[config.mk]
export PLATFORM = sky130hd
export DESIGN_NAME = updown_counter_flat
export DESIGN_NICKNAME = d
export VERILOG_FILES = /design/src/rtl/counter_pkg.sv /design/src/rtl/updown_counter_if.sv /design/src/rtl/updown_counter_prescaler.sv /design/src/rtl/updown_counter.sv /design/src/flat_wrapper.sv
export SDC_FILE = /design/constraint.sdc
export NUM_CORES = 1
export LEC_CHECK = 0
export CORE_MARGIN = 1.5
export CORE_UTILIZATION = 42
export CTS_CLUSTER_SIZE = 40
export DETAILED_ROUTE_END_ITERATION = 8
export PLACE_DENSITY = 0.74
export SYNTH_ARGS = -nofsm -noshare
export SYNTH_HDL_FRONTEND = slang
export SYNTH_SLANG_ARGS = --single-unit
[constraint.sdc]
create_clock -name clk -period 1.9 [get_ports clk]
set_clock_uncertainty 0.05 [all_clocks]
set_input_delay 0.19 -clock clk [delete_from_list [all_inputs] [get_ports clk]]
set_output_delay 0.19 -clock clk [all_outputs]
set_load 0.05 [all_outputs]
[src/rtl/counter_pkg.sv]
// counter_pkg: shared types for counter and timer blocks.
//   cnt_mode_t : CNT_WRAP (0) wraps at the limits, CNT_SAT (1) holds at the limits.
//   cnt_dir_t  : CNT_DOWN (0) counts down, CNT_UP (1) counts up.
package counter_pkg;

  typedef enum logic {
    CNT_WRAP = 1'b0,
    CNT_SAT  = 1'b1
  } cnt_mode_t;

  typedef enum logic {
    CNT_DOWN = 1'b0,
    CNT_UP   = 1'b1
  } cnt_dir_t;

endpackage

[src/rtl/updown_counter_if.sv]
// updown_counter_if: control and result bundle of the up/down counter.
//   en    : count enable (advances the prescaler)
//   ld    : synchronous load of v
//   v     : load value, WIDTH bits
//   dir   : counting direction (cnt_dir_t)
//   mode  : wrap or saturate (cnt_mode_t)
//   count : registered count, WIDTH bits
//   tc    : registered terminal-count pulse
// master = the control/stimulus side, slave = the counter itself.
interface updown_counter_if #(
  parameter int WIDTH = 8
);
  import counter_pkg::*;

  logic             en;
  logic             ld;
  logic [WIDTH-1:0] v;
  cnt_dir_t         dir;
  cnt_mode_t        mode;
  logic [WIDTH-1:0] count;
  logic             tc;

  modport master (output en, ld, v, dir, mode, input count, tc);
  modport slave  (input en, ld, v, dir, mode, output count, tc);

endinterface

[src/rtl/updown_counter_prescaler.sv]
// prescaler: divides the enable into one tick every PRESCALE enabled cycles.
//   clk  : clock, rising edge
//   rst  : synchronous active-high reset, phase -> 0
//   clr  : synchronous clear, phase -> 0; suppresses the tick
//   en   : advance the phase; the phase holds while en is low
//   tick : en & (phase == PRESCALE-1) & ~clr
// With PRESCALE=1 the phase register is constant 0 and tick follows en.
module prescaler #(
  parameter int PRESCALE = 1
) (
  input  logic clk,
  input  logic rst,
  input  logic clr,
  input  logic en,
  output logic tick
);

  localparam int PW = (PRESCALE > 1) ? $clog2(PRESCALE) : 1;
  localparam logic [PW-1:0] LAST = PW'(PRESCALE - 1);

  logic [PW-1:0] phase_q;
  logic [PW-1:0] phase_d;
  logic          at_last;

  assign at_last = (phase_q == LAST);
  assign tick    = en & ~clr & at_last;

  always_comb begin
    phase_d = phase_q;
    if (clr) begin
      phase_d = '0;
    end else if (en) begin
      phase_d = at_last ? '0 : phase_q + PW'(1);
    end
  end

  always_ff @(posedge clk) begin
    if (rst) begin
      phase_q <= '0;
    end else begin
      phase_q <= phase_d;
    end
  end

endmodule

[src/rtl/updown_counter.sv]
// updown_counter: modulo-(MAX+1) up/down counter with load, wrap/saturate
// modes, enable prescaler and a one-cycle terminal-count pulse.
//   clk : clock, rising edge
//   rst : synchronous active-high reset (count, tc, prescaler -> 0)
//   bus : updown_counter_if slave (en, ld, v, dir, mode in; count, tc out)
// Priority per cycle: rst > ld > step > hold.
module updown_counter
  import counter_pkg::*;
#(
  parameter int WIDTH    = 8,
  parameter int MAX      = 2**WIDTH - 1,
  parameter int PRESCALE = 1
) (
  input  logic             clk,
  input  logic             rst,
  updown_counter_if.slave  bus
);

  localparam logic [WIDTH-1:0] MAX_V = WIDTH'(MAX);

  logic [WIDTH-1:0] count_q;
  logic [WIDTH-1:0] count_d;
  logic             tc_q;
  logic             tc_d;
  logic             step;
  logic             at_limit;

  // A load clears the prescaler, so a load cycle never produces a step.
  prescaler #(
    .PRESCALE (PRESCALE)
  ) u_prescaler (
    .clk  (clk),
    .rst  (rst),
    .clr  (bus.ld),
    .en   (bus.en),
    .tick (step)
  );

  // Terminal value depends on the direction currently requested.
  assign at_limit = (bus.dir == CNT_UP) ? (count_q == MAX_V) : (count_q == '0);

  always_comb begin
    count_d = count_q;
    tc_d    = 1'b0;
    if (bus.ld) begin
      count_d = (bus.v > MAX_V) ? MAX_V : bus.v;
    end else if (step) begin
      if (at_limit) begin
        // Pulse on every step taken at the limit, in both modes.
        tc_d = 1'b1;
        if (bus.mode == CNT_WRAP) begin
          count_d = (bus.dir == CNT_UP) ? '0 : MAX_V;
        end
      end else begin
        count_d = (bus.dir == CNT_UP) ? count_q + WIDTH'(1) : count_q - WIDTH'(1);
      end
    end
  end

  always_ff @(posedge clk) begin
    if (rst) begin
      count_q <= '0;
      tc_q    <= 1'b0;
    end else begin
      count_q <= count_d;
      tc_q    <= tc_d;
    end
  end

  assign bus.count = count_q;
  assign bus.tc    = tc_q;

endmodule

[src/flat_wrapper.sv]
// flat-port wrapper written by rule: the top's interface ports become plain ports
module updown_counter_flat import counter_pkg::*;
#(
  parameter int WIDTH    = 8,
  parameter int MAX      = 2**WIDTH - 1,
  parameter int PRESCALE = 1
)
  (clk, rst, bus_en, bus_ld, bus_v, bus_dir, bus_mode, bus_count, bus_tc);
  updown_counter_if #(.WIDTH(WIDTH)) bus_i ();
  input  logic clk;
  input  logic rst;
  input wire logic [$bits(bus_i.en)-1:0] bus_en;
  input wire logic [$bits(bus_i.ld)-1:0] bus_ld;
  input wire logic [$bits(bus_i.v)-1:0] bus_v;
  input wire logic [$bits(bus_i.dir)-1:0] bus_dir;
  input wire logic [$bits(bus_i.mode)-1:0] bus_mode;
  output wire logic [$bits(bus_i.count)-1:0] bus_count;
  output wire logic [$bits(bus_i.tc)-1:0] bus_tc;
  assign bus_i.en = bus_en;
  assign bus_i.ld = bus_ld;
  assign bus_i.v = bus_v;
  assign bus_i.dir = bus_dir;
  assign bus_i.mode = bus_mode;
  assign bus_count = bus_i.count;
  assign bus_tc = bus_i.tc;
  updown_counter #(.WIDTH(WIDTH), .MAX(MAX), .PRESCALE(PRESCALE)) u_core (.clk(clk), .rst(rst), .bus(bus_i));
endmodule
==> impl_metrics.ini <==
[run_status]
outcome = completed

[logic_synthesis]
yosysSeqAreaShare = 0.217
syn_nets = 116
yosysTopAreaCellShare = 0.217
synth_edf_count = 0
synth_area_um2 = 831
ys_top_cells_by_area = dfxtp_1, a2111oi_2, ha_1, inv_1, a21oi_1
avgSynthCellArea_um2 = 8.75
synthArstFlopShare = 0
ys_ff_latch = 9
synthCells = 95
synth_most_common_cell = inv_1
yosysWarnings = 0
synth.largest_area_cell = dfxtp_1
synthTopCellsByCount = inv_1, dfxtp_1
synth_flop_cell = dfxtp_1
synth_cell_type_count = 39

[setup_path]
slowest_delay_ns = 0.42
critPathRequiredTime_ns = 1.98
critPathLaunchType = flip-flop
endpoint_kind = flip-flop
path_cells = fa_2 > buf_4 > a21o_1 > a211oi_1 > nor2_1 > a21oi_1 > a2111oi_2
cp_top_family = compound AO/OA/AOI/OAI gates
rr_endpoint = u_core.bus.count[4]$_SDFFE_PP0P_
criticalPathCategory = reg2reg
cp_max_fo = 2
reg2reg_from = u_core.bus.count[0]$_SDFFE_PP0P_
r2r_slack_ns = 0.06
reg2regPathDepth = 7
cp_slowest_cell = fa_2
arrival_ns = 1.92
crit_buf_inv = 1

[floorplanning]
die_area_um2 = 2250
die_w_um = 47.5
ios = 23
row_count = 15
fp.dieH_um = 47.5
initial_utilization = 0.466
core_area_um2 = 1780

[power]
powerDensity_nw_per_um2 = 619
power.total_uw = 805
ir_drop_uv = 449
leakagePower_uw = 0.000552

[global_route]
met1_usage = 0.322
antenna_found_initial = 0
use_met3 = 0.0340
track_usage = 0.232
grt_busiest_layer = met2
grt_max_degree = 16
grt.overflow.total = 0
grt_pass1_wl_um = 3650
use_met2 = 0.373
grt_pass1_vias = 807

[min_path]
min_path_cells = 3
min_from = bus_v[4]
hold_path.class = in2reg
holdPathEnd = u_core.bus.count[4]$_SDFFE_PP0P_

[timing]
post-route-min-period_ns = 1.84
max_freq_mhz = 543
setup_violations = 0
rsz0062_at_grt = no
slew_headroom = 0.661
hold_violations = 0
fin_tns_setup_ns = 0
worst_pin_slew_ns = 0.506
final-max-slew-violation-count = 0
fin_crit_sh = 0.969
worst_hold_slack_ns = 0.428

[layout]
antenna-diode-count = 0
drive_gt1_frac = 0.372
final_cell_count_no_fill = 162
area_delta_synth_final_pct = 56.5
nets = 159

[detailed_routing]
drt-initial-drc-count = 31
wl_per_cell_um = 14.3
ant_nets = 0
vias = 902
firstDrtPassIters = 4
viasPerCell = 5.57
drc = 0
drt_wl_total_um = 2320

[clocking]
cts_made_buffers = 3
cts_root_buf = clkbuf_4
cts_max_level = 1
insertion_delay_ns = 0.27
clock-sinks = 9
cts_buffer_depth = 2
path_clk_slew_ns = 0.07
cts_tree = built

[placement]
placed_cells = 158
io_buffers = 22
dp_hpwl_um = 1830
gp_congestion = 0.859

[run]
drv_cap = 0
## tightest hold or removal path, stage by stage
cell and delay [ns]:
clkdlybuf4s50_1 0.39, inv_1 0.06, a2111oi_2 0.06
## cells in the final DEF, fill, tap and decap left out, types with 2 or more instances in the layout
cell and instances:
a2111oi_2 6, a21o_1 3, a21oi_1 5, a21oi_2 2, a31oi_1 2, buf_4 18, clkbuf_4 3, clkdlybuf4s50_1 21
dfxtp_1 3, dfxtp_2 5, ha_1 3, ha_4 3, inv_1 10, nand2_1 3, nand3_1 4, nor2_1 5
nor3_1 6, o21a_1 2, o21ai_0 3, xor2_1 3
## cell type report
class	instances	area (um2)
Multi-Input combinational cell	73	654
Fill cell	131	483
Timing Repair Buffer	40	354
Sequential cell	9	190
Inverter	11	43.8
Tap cell	25	31.3
Clock buffer	4	26.3
## report_power, final
group          switching [uW]  internal (uW)
Sequential               26.7            208
Clock                    77.7           81.3
Combinational             207            205
## routing by layer
layer,share of wire,up-vias
met4,0.013,0
li1,-,438
met1,0.46,425
met5,0,-
met3,0.045,5
met2,0.48,34
## cell families (layout without fill, tap and decap cells)
| group | after synthesis | in the layout | synth area share |
|---|---|---|---|
| AOI/OAI and AO/OA | 32 | 32 | 0.343 |
| xor gates and xnor gates | 4 | 4 | 0.0422 |
| adders and majority gates | 7 | 7 | 0.114 |
| buffers and inverters | 13 | 55 | 0.0633 |
| DFF | 9 | 9 | 0.217 |
| muxes | 1 | 1 | 0.0120 |
| and+or+nand+nor | 29 | 29 | 0.208 |
## flip-flops by register name, indices dropped and copies added (netlist names)
name and cells:
u_core.bus.tc 1, u_core.bus.count 8
## how the worst max path moves through the flow
stage | startpoint | to | slack, ns | depth (start not counted)
6_report | u_core.bus.count[0]$_SDFFE_PP0P_ | u_core.bus.count[4]$_SDFFE_PP0P_ | 0.06 | 7
5_1_grt | u_core.bus.count[0]$_SDFFE_PP0P_ | u_core.bus.count[4]$_SDFFE_PP0P_ | 0.008 | 7
4_1_cts | u_core.bus.count[1]$_SDFFE_PP0P_ | u_core.bus.count[7]$_SDFFE_PP0P_ | 0.01 | 7
3_5_place_dp | bus_dir | u_core.bus.count[4]$_SDFFE_PP0P_ | -0.51 | 9
3_3_place_gp | bus_dir | u_core.bus.count[6]$_SDFFE_PP0P_ | -0.39 | 8
2_1_floorplan | u_core.bus.count[1]$_SDFFE_PP0P_ | u_core.bus.count[6]$_SDFFE_PP0P_ | 0.03 | 6
## repair_timing
item | 4_1_cts | 5_1_grt
hold buffers | 0 | 0
endpoints found under the hold margin | 0 | 0
setup buffers | 0 | 0
pin swaps | 4 | 2
setup endpoints to repair | 5 | 3
resized for setup | 9 | 1
## stage by stage
step	util	worst slack [ns]	instance area, um2
global placement	0.682	-0.390	1220
global route	0.729	0.00787	1300
CTS	0.725	0.0142	1290
floorplan	-	0.0270	841
finish	0.729	0.0596	1300
detailed placement	0.682	-0.509	1220
(Power assumes the default switching activity.)
